<file path="config.mk">
export PLATFORM = sky130hd
export DESIGN_NAME = cpu_cmd_driver_flat
export DESIGN_NICKNAME = d
export VERILOG_FILES = /design/src/rtl/cpu_cmd_driver_if.sv /design/src/rtl/cpu_cmd_driver.sv /design/src/flat_wrapper.sv
export SDC_FILE = /design/constraint.sdc
export NUM_CORES = 1
export LEC_CHECK = 0
export CORE_ASPECT_RATIO = 1.1
export CORE_UTILIZATION = 25
export DETAILED_ROUTE_END_ITERATION = 16
export PLACE_DENSITY_LB_ADDON = 0.1
export SETUP_SLACK_MARGIN = 0.2
export SYNTH_ARGS = -nofsm -noshare
export SYNTH_HDL_FRONTEND = slang
export SYNTH_SLANG_ARGS = --single-unit
</file>
<file path="constraint.sdc">
create_clock -name clk -period 2.61 [get_ports clk]
set_clock_uncertainty 0.2 [all_clocks]
set_input_delay 0.261 -clock clk [delete_from_list [all_inputs] [get_ports clk]]
set_output_delay 0.261 -clock clk [all_outputs]
set_load 0.02 [all_outputs]
</file>
<file path="src/rtl/cpu_cmd_driver_if.sv">
// cpu_cmd_driver_if: host-side command and result handshakes of cpu_cmd_driver
// Ports: cmd_valid/cmd_ready with cmd_load, cmd_reg, cmd_op, cmd_data, cmd_cin, cmd_cout;
//        res_valid/res_ready with res_data. master = host, slave = driver.
interface cpu_cmd_driver_if;
    logic       cmd_valid;
    logic       cmd_ready;
    logic       cmd_load;
    logic [2:0] cmd_reg;
    logic [3:0] cmd_op;
    logic [7:0] cmd_data;
    logic       cmd_cin;
    logic       cmd_cout;
    logic       res_valid;
    logic       res_ready;
    logic [7:0] res_data;
    modport master (
        output cmd_valid, cmd_load, cmd_reg, cmd_op, cmd_data, cmd_cin, cmd_cout, res_ready,
        input  cmd_ready, res_valid, res_data
    );
    modport slave (
        input  cmd_valid, cmd_load, cmd_reg, cmd_op, cmd_data, cmd_cin, cmd_cout, res_ready,
        output cmd_ready, res_valid, res_data
    );
endinterface

</file>
<file path="src/rtl/cpu_cmd_driver.sv">
// cpu_cmd_driver: issues one host command at a time on the CPU strobe interface and returns ALU results
// Ports: clk, rst (async active-high); host (slave modport): command and result handshakes;
//        busy (state not IDLE), cmd_count (accepted commands, wraps);
//        cpu_ce/cpu_load/cpu_cin/cpu_cout/cpu_opcode/cpu_data_in: registered CPU strobe and fields;
//        cpu_data_out: CPU accumulator, sampled OP_LATENCY cycles after the strobe leaves.
module cpu_cmd_driver #(
    parameter int OP_LATENCY = 2
) (
    input  logic                clk,
    input  logic                rst,
    cpu_cmd_driver_if.slave     host,
    output logic                busy,
    output logic [15:0]         cmd_count,
    output logic                cpu_ce,
    output logic                cpu_load,
    output logic                cpu_cin,
    output logic                cpu_cout,
    output logic [6:0]          cpu_opcode,
    output logic [7:0]          cpu_data_in,
    input  logic [7:0]          cpu_data_out
);
    typedef enum logic [1:0] {IDLE, ISSUE, WAIT, RESP} state_t;
    localparam int CW = $clog2(OP_LATENCY);
    state_t state_q, state_d;
    logic [CW-1:0] cnt_q;
    logic accept;
    assign accept         = host.cmd_valid && state_q == IDLE;
    assign host.cmd_ready = state_q == IDLE;
    assign busy           = state_q != IDLE;
    always_ff @(posedge clk or posedge rst) begin
        if (rst) state_q <= IDLE;
        else     state_q <= state_d;
    end
    // cpu_load is only nonzero during ISSUE, so it doubles as the captured command type there
    always_comb begin
        state_d = state_q;
        case (state_q)
            IDLE:    state_d = accept ? ISSUE : IDLE;
            ISSUE:   state_d = cpu_load ? IDLE : WAIT;
            WAIT:    state_d = cnt_q == '0 ? RESP : WAIT;
            RESP:    state_d = host.res_ready ? IDLE : RESP;
            default: state_d = IDLE;
        endcase
    end
    // The cpu_* flops are the capture registers, so the strobe and fields are glitch-free
    always_ff @(posedge clk or posedge rst) begin
        if (rst) begin
            cpu_ce        <= 1'b0;
            cpu_load      <= 1'b0;
            cpu_cin       <= 1'b0;
            cpu_cout      <= 1'b0;
            cpu_opcode    <= '0;
            cpu_data_in   <= '0;
            cmd_count     <= '0;
            cnt_q         <= '0;
            host.res_valid <= 1'b0;
            host.res_data  <= '0;
        end else begin
            cpu_ce   <= accept;
            cpu_load <= accept ? host.cmd_load : 1'b0;
            if (accept) begin
                cpu_opcode  <= {host.cmd_reg, host.cmd_op};
                cpu_data_in <= host.cmd_data;
                cpu_cin     <= host.cmd_cin;
                cpu_cout    <= host.cmd_cout;
                cmd_count   <= cmd_count + 16'd1;
            end
            if (state_q == ISSUE)
                cnt_q <= CW'(OP_LATENCY - 1);
            else if (state_q == WAIT && cnt_q != '0)
                cnt_q <= cnt_q - 1'b1;
            if (state_q == WAIT && cnt_q == '0) begin
                host.res_data  <= cpu_data_out;
                host.res_valid <= 1'b1;
            end else if (state_q == RESP && host.res_ready) begin
                host.res_valid <= 1'b0;
            end
        end
    end
endmodule
</file>
<file path="src/flat_wrapper.sv">
// flat-port wrapper written by rule: the top's interface ports become plain ports
module cpu_cmd_driver_flat 
#(
    parameter int OP_LATENCY = 2
)
  (clk, rst, busy, cmd_count, cpu_ce, cpu_load, cpu_cin, cpu_cout, cpu_opcode, cpu_data_in, cpu_data_out, host_cmd_valid, host_cmd_load, host_cmd_reg, host_cmd_op, host_cmd_data, host_cmd_cin, host_cmd_cout, host_res_ready, host_cmd_ready, host_res_valid, host_res_data);
  cpu_cmd_driver_if host_i ();
  input  logic clk;
  input  logic rst;
  output logic busy;
  output logic [15:0] cmd_count;
  output logic cpu_ce;
  output logic cpu_load;
  output logic cpu_cin;
  output logic cpu_cout;
  output logic [6:0] cpu_opcode;
  output logic [7:0] cpu_data_in;
  input  logic [7:0] cpu_data_out;
  input wire logic [$bits(host_i.cmd_valid)-1:0] host_cmd_valid;
  input wire logic [$bits(host_i.cmd_load)-1:0] host_cmd_load;
  input wire logic [$bits(host_i.cmd_reg)-1:0] host_cmd_reg;
  input wire logic [$bits(host_i.cmd_op)-1:0] host_cmd_op;
  input wire logic [$bits(host_i.cmd_data)-1:0] host_cmd_data;
  input wire logic [$bits(host_i.cmd_cin)-1:0] host_cmd_cin;
  input wire logic [$bits(host_i.cmd_cout)-1:0] host_cmd_cout;
  input wire logic [$bits(host_i.res_ready)-1:0] host_res_ready;
  output wire logic [$bits(host_i.cmd_ready)-1:0] host_cmd_ready;
  output wire logic [$bits(host_i.res_valid)-1:0] host_res_valid;
  output wire logic [$bits(host_i.res_data)-1:0] host_res_data;
  assign host_i.cmd_valid = host_cmd_valid;
  assign host_i.cmd_load = host_cmd_load;
  assign host_i.cmd_reg = host_cmd_reg;
  assign host_i.cmd_op = host_cmd_op;
  assign host_i.cmd_data = host_cmd_data;
  assign host_i.cmd_cin = host_cmd_cin;
  assign host_i.cmd_cout = host_cmd_cout;
  assign host_i.res_ready = host_res_ready;
  assign host_cmd_ready = host_i.cmd_ready;
  assign host_res_valid = host_i.res_valid;
  assign host_res_data = host_i.res_data;
  cpu_cmd_driver #(.OP_LATENCY(OP_LATENCY)) u_core (.clk(clk), .rst(rst), .host(host_i), .busy(busy), .cmd_count(cmd_count), .cpu_ce(cpu_ce), .cpu_load(cpu_load), .cpu_cin(cpu_cin), .cpu_cout(cpu_cout), .cpu_opcode(cpu_opcode), .cpu_data_in(cpu_data_in), .cpu_data_out(cpu_data_out));
endmodule
</file>
==> impl_metrics.py <==
metrics = {
    "finish": {
        "nNetsFinal": 244,
        "drive_above_1_share_pct": 18.69,
        "multi_input_area_sq_um": 701.9,
        "syn2layout_area_growth_pct": 46.89,
        "regArea_sq_um": 1176,
        "nFillCells": 750,
        "antenna_cells": 0,
    },
    "pwr": {
        "intPower_w": 0.001969,
        "p_seq_share_pct": 39.1,
        "power_density_nw_per_um2": 1056,
        "combPwrFrac_pct": 46.9,
        "switchingPower_w": 0.001061,
        "p_clk_share_pct": 14.0,
        "p_sw_share_pct": 35.01,
        "leakage_nw": 1.248,
        "irDropWorstVdd_mv": 0.4430,
    },
    "detailed_routing": {
        "postRouteWirelength_um": 4328,
        "vias": 1319,
        "drt_iter0_drc": 21,
        "wl_per_cell_um": 13.57,
        "antenna_left": 0,
        "via_per_inst": 4.135,
        "remaining_drc_errors": 0,
        "first_pass_iters": 4,
    },
    "synth": {
        "yosys_warnings": 0,
        "synth_common_cells": "47 x dfrtp_1, 14 x mux2_4, 12 x mux2_2, 9 x nand2_1, 9 x xnor2_1",
        "synth_area_leader_cell": "dfrtp_1",
        "yosysUniqueCellTypes": 26,
        "synthFlopType": "dfrtp_1",
        "synthArstFlopShare_pct": 100.0,
        "ys_seq_elements": 47,
        "synth_edf_count": 0,
        "yosysTopAreaCellShare_pct": 60.22,
        "syn_area_per_cell_sq_um": 14.47,
        "synthCells": 135,
        "syn-cell-area_sq_um": 1953,
        "synth_most_common_cell": "dfrtp_1",
        "synth_area_leaders": "dfrtp_1 60%, mux2_4 11%, mux2_2 6.9%",
        "syn_nets": 166,
        "yosysSeqAreaShare_pct": 60.22,
    },
    "global_route": {
        "antenna_found_initial": 0,
        "grt_pass1_wl_um": 6920,
        "gr-total-overflow": 0,
        "grt_use_total_pct": 11.19,
        "grt_pass1_vias": 1402,
        "grt_max_degree": 48,
    },
    "timing": {
        "drv_slew": 0,
        "finalSetupViolCount": 0,
        "hold_violations": 0,
        "fmax_ghz": 0.4413,
        "fin_crit_ns": 2.266,
        "rsz0062_at_grt": "false",
        "tns_ns": 0,
        "timing.hold.ws_ns": 0.2437,
        "slew_headroom_pct": 60.46,
        "setup_ws_ns": 0.3441,
        "finalCritPeriodShare_pct": 86.81,
        "tightestPinTransition_ns": 0.5931,
    },
    "placed_design": {
        "dp_slack_ns": 0.5617,
        "place_congestion": 0.7196,
        "port_buffers": 75,
        "dp_hpwl_um": 3105,
    },
    "cts": {
        "cts-root-buf": "clkbuf_8",
        "clk_pin_slew_ns": 0.08,
        "cts_tree": "built",
        "post_cts_buffers": 0,
        "htree_num_levels": 2,
        "cts.sink_count": 47,
        "worstSkewPairLatency_ns": 0.29,
        "cts_hold_buffers": 0,
        "cts_buffer_depth": 2,
        "cts_buffers": 5,
        "post_cts_resized": 0,
    },
    "run_status": {
        "status": "completed",
    },
    "worst_setup_path": {
        "rr_worst_depth": 4,
        "crit_path_max_fanout": 8,
        "cp.required_ns": 2.15,
        "start_kind": "register",
        "critPathKind": "reg -> out",
        "rrSetupSlack_ns": 0.59,
        "crit_arrival_ns": 1.80,
        "endpoint_kind": "output port",
    },
    "min_path": {
        "hold_class": "in -> async",
    },
    "die": {
        "dieHeight_um": 94.70,
        "initial_core_util_pct": 25.99,
        "num_io_pins": 76,
        "die_w_um": 86.28,
        "core_sq_um": 7515,
        "row_count": 33,
        "fp.dieArea_sq_um": 8170,
    },
    "flow_run": {
        "drv_cap": 0,
    },
}
==> final timing paths <==
kind	endpoint	startpoint
min in group clk	u_core.cmd_count[15]	u_core.cmd_count[15]
worst max register to register	u_core.cpu_opcode[6]	u_core.state_q[1]
worst min register to register	u_core.cmd_count[15]	u_core.cmd_count[15]
worst min-delay path	u_core.host.res_data[3]	rst
worst max-delay path	host_cmd_ready	u_core.state_q[1]
max in group asynchronous	u_core.cmd_count[5]	rst
==> final cells by class <==
class | count | area share, %
Tap cell | 105 | 4.579
Inverter | 4 | 0.6106
Clock inverter | 3 | 0.5233
Timing Repair Buffer | 76 | 26.43
Sequential cell | 47 | 40.99
Clock buffer | 5 | 2.399
Multi-Input combinational cell | 79 | 24.47
==> layout by cell type (no fill, tap or decap), types with 2 or more instances in the layout <==
cell type	count
nand3_1	2
nor3_2	2
clkdlybuf4s50_1	75
dfrtp_1	47
a21oi_1	2
inv_1	2
clkbuf_8	5
o21ai_0	2
nand2_1	9
mux2_4	14
and3_1	7
mux2_2	12
nand4_1	5
clkinv_2	3
xnor2_1	9
xor2_1	6
==> per-stage QoR <==
stage / instance area (sq um) / util, % / std cells / total power [W]
finish: 2869 / 38.18 / 319 / 0.003030
global placement: 2785 / 37.06 / 311 / 0.002603
floorplan: 1953 / - / 135 / 0.002007
detailed placement: 2785 / 37.06 / 311 / 0.002637
CTS: 2869 / 38.18 / 319 / 0.003085
global route: 2869 / 38.18 / 319 / 0.003220
==> layer usage <==
| layer | vias to the layer above | global-route usage (%) | wire length, um |
|---|---|---|---|
| li1 | 618 | - | - |
| met1 | 638 | 12.55 | 1837 |
| met2 | 55 | 19.44 | 2094 |
| met3 | 8 | 3.234 | 324 |
| met4 | 0 | 5.417 | 73 |
| met5 | - | 0 | 0 |
==> cell families (layout without fill, tap and decap cells) <==
logic type / Yosys count / after routing / synth area share, %
muxes: 27 / 27 / 18.19
adders and majority gates: 1 / 1 / 0.6405
xor gates and xnor gates: 15 / 15 / 6.727
DFF: 47 / 47 / 60.22
buffers and inverters: 9 / 88 / 3.844
and+or+nand+nor: 30 / 30 / 8.648
AOI/OAI and AO/OA: 6 / 6 / 1.730
==> power groups by stage <==
| stage | clock, W | combinational (W) | sequential [W] |
|---|---|---|---|
| 6_report | 0.000425 | 0.00142 | 0.00119 |
| 5_1_grt | 0.000482 | 0.00152 | 0.00122 |
| 4_1_cts | 0.000452 | 0.00144 | 0.00119 |
| 3_5_place_dp | 0 | 0.00144 | 0.00120 |
| 3_3_place_gp | 0 | 0.00142 | 0.00118 |
| 2_1_floorplan | 0 | 0.000539 | 0.00147 |
==> critical path: stages (launching register included) <==
cell             delay, ns
dfrtp_1               0.45
or2_1                 0.37
inv_4                 0.09
clkdlybuf4s50_1       0.61
==> state kept, by name, indices dropped and copies added, names as in the netlist <==
register and cells:
u_core.cpu_cin 1, u_core.cpu_cout 1, u_core.cmd_count 16, u_core.cpu_load 1, u_core.host.res_data 8, u_core.cpu_ce 1
u_core.state_q 2, u_core.host.res_valid 1, u_core.cpu_data_in 8, u_core.cpu_opcode 7, u_core.cnt_q 1
No activity file was read; power rests on OpenSTA's default activity.
==> RTL edit (config.mk and constraints unchanged) <==
Encoding of `state_t`: now one-hot (4 bits for 4 states).
--- a/src/rtl/cpu_cmd_driver.sv
+++ b/src/rtl/cpu_cmd_driver.sv
@@ -20,5 +20,5 @@
     input  logic [7:0]          cpu_data_out
 );
-    typedef enum logic [1:0] {IDLE, ISSUE, WAIT, RESP} state_t;
+    typedef enum logic [3:0] {IDLE = 4'b0001, ISSUE = 4'b0010, WAIT = 4'b0100, RESP = 4'b1000} state_t;
     localparam int CW = $clog2(OP_LATENCY);
     state_t state_q, state_d;
Behaviour: no difference found for any inputs over 10 cycles, from zero or initial values and one cycle with rst high; not proved beyond that.
==> RTL edit against the original RTL <==
- power up 3.5%
- non-clock buffer count up 5
- sequential cell count up 1
- hold slack worse by 0.23 ns
- worst setup slack better by 0.0072 ns
- sequential share of layout area down 1.1 points
- routed wire length up 7.1%
- synthesized cell count up 44%
- synthesized area up 4.4%
- utilization down 0.10 points
- cell area up 5.0%
- count of clock-buffer cells in the layout up 1
- critical path type unchanged
- largest cell class unchanged
==> RTL edit: results (changes against the original RTL) <==
| Metric | Value |
|---|---|
| Reg with most FFs | `u_core.cmd_count` |
| Antenna Cells | `0 (unchanged)` |
| Worst setup slack after placement | `0.516 ns (-0.0462 ns)` |
| Endpoint arrival time on the critical path | `1.80 ns (about the same)` |
| # placed instances | `374 (+20%)` |
| Synth cell count leaders | `nand2_1 (63), dfrtp_1 (47), xnor2_1 (11), nor2_1 (9), mux2_2 (8)` |
| Layout cell share with drive strength beyond 1 | `10.9% (-7.8 points)` |
| Initial antenna violation count | `0 (unchanged)` |
| TritonRoute pass-1 iters | `4 (unchanged)` |
| Clk Latency, worst-skew pair | `about 0.30 ns` |
| Internal | `1.94 mW (-1.7%)` |
| Syn Inst Count | `194 (+44%)` |
| Total Wirelength | `4.64 mm (+7.1%)` |
| Cell Area, Placed | `0.00291 sq mm (+4.5%)` |
| R2R depth | `4 (unchanged)` |
| Initial drt markers | `43 (+100%)` |
| Slew margin rel. | `74.2% (+14 points)` |
| Detailed Place HPWL | `3.34 mm (+7.5%)` |
| Largest cells by area after synthesis | `dfrtp_1 (58%), nand2_1 (12%), xnor2_1 (4.7%)` |
| Final Power | `3.13 mW (+3.5%)` |
| Largest net degree at the start of global routing | `20 (-58%)` |
| Asr flop ratio synth | `100% (unchanged)` |
| VDD IR max | `0.459 mV (+3.7%)` |
| CTS H-Tree Depth | `2 (unchanged)` |
| Clock group power | `0.477 mW (+12%)` |
| Critical-path maximum fanout | `9 (+1)` |
| Synth warn | `0 (unchanged)` |
| Leakage power | `1.37 nW (+10%)` |
| Largest regs | `u_core.cmd_count (16), u_core.cpu_data_in (8), u_core.host.res_data (8)` |
| First-pass GRT wire length | `7.97 mm (+15%)` |
| Vias | `1584 (+20%)` |
| Port Buffer Count | `75 (unchanged)` |
| Distinct cells, synth | `32 (+23%)` |
| Post-layout instance count excluding filler cells | `383 (+20%)` |
| CTS buffer count | `5 (unchanged)` |
| Status | `complete, no violations` |
| Hold Crit Class | `input pin to asynchronous set/reset pin` |
| Final #Nets | `305 (+25%)` |
| Sequential area share after synthesis | `59.0% (-1.2 points)` |
| P_comb | `1.46 mW (+3%)` |
| Mapped Nets | `225 (+36%)` |
| Clock buffer depth | `2 (unchanged)` |
| Prevailing post-synth register cell | `dfrtp_1` |
| GP Congestion | `0.730 (+1.5%)` |
| GRT Util Overall | `12.0% (+0.78 points)` |
| Clock Pin Slew Worst Setup and Hold Paths | `0.09 ns` |
-- RTL edit: changes by cell type in the layout (fill, tap and decap cells not counted), moves of 3 or more --
cell	unedited run	this run
nand3_1	2	6
nor2_1	1	9
mux2_2	12	8
mux2_4	14	0
buf_4	1	6
nand2_1	9	63
nand4_1	5	2
-- RTL edit: area by class of cell --
cell class,count,area (sq um)
inverter,5,18.8
sequential,48,1200
fill,808,4900
timing repair buffer,81,795
clock buffer,6,82.6
multi-input combinational,133,766
clock inverter,2,13.8
tap,108,135
-- RTL edit: routing by layer --
metal	GRT usage (%)	up-vias	routed length (microns)
met2	20.0	62	2100
met3	3.84	6	376
met4	3.35	0	61
li1	-	784	-
met5	0	-	0
met1	14.6	732	2090
-- RTL edit: critical path, cell delays in order, from the launching register on --
cell             delay (ns)
dfstp_2                0.61
nor4b_4                0.26
inv_1                  0.08
clkdlybuf4s50_1        0.55
-- RTL edit: cell families (layout without fill, tap and decap cells) --
family	Yosys count	count (layout)	synth area share (%)
simple gates	100	100	23.5
flops	48	48	59.0
xor+xnor	15	15	6.45
buf+inv	13	94	3.44
compound gates	9	9	2.64
mux	8	8	4.42
fa+ha+maj	1	1	0.614
-- RTL edit: path summary, 6_finish.rpt --
check	from	end	slack (ns)
worst max-delay path	u_core.state_q[0]	busy	0.35
worst max register to register	u_core.state_q[2]	u_core.host.res_data[3]	0.66
min in group clk	u_core.cmd_count[15]	u_core.cmd_count[15]	0.27
worst min register to register	u_core.cmd_count[15]	u_core.cmd_count[15]	0.27
max in group asynchronous	rst	u_core.state_q[0]	1.58
worst min-delay path	rst	u_core.cmd_count[10]	0.02
-- RTL edit: timing repair --
item | in CTS | in global routing
resized for setup | 1 | 0
hold buffers | 0 | 0
cloned | 0 | 0
pin swaps | 0 | 1
endpoints found under the setup margin | 2 | 1
setup buffers | 0 | 1
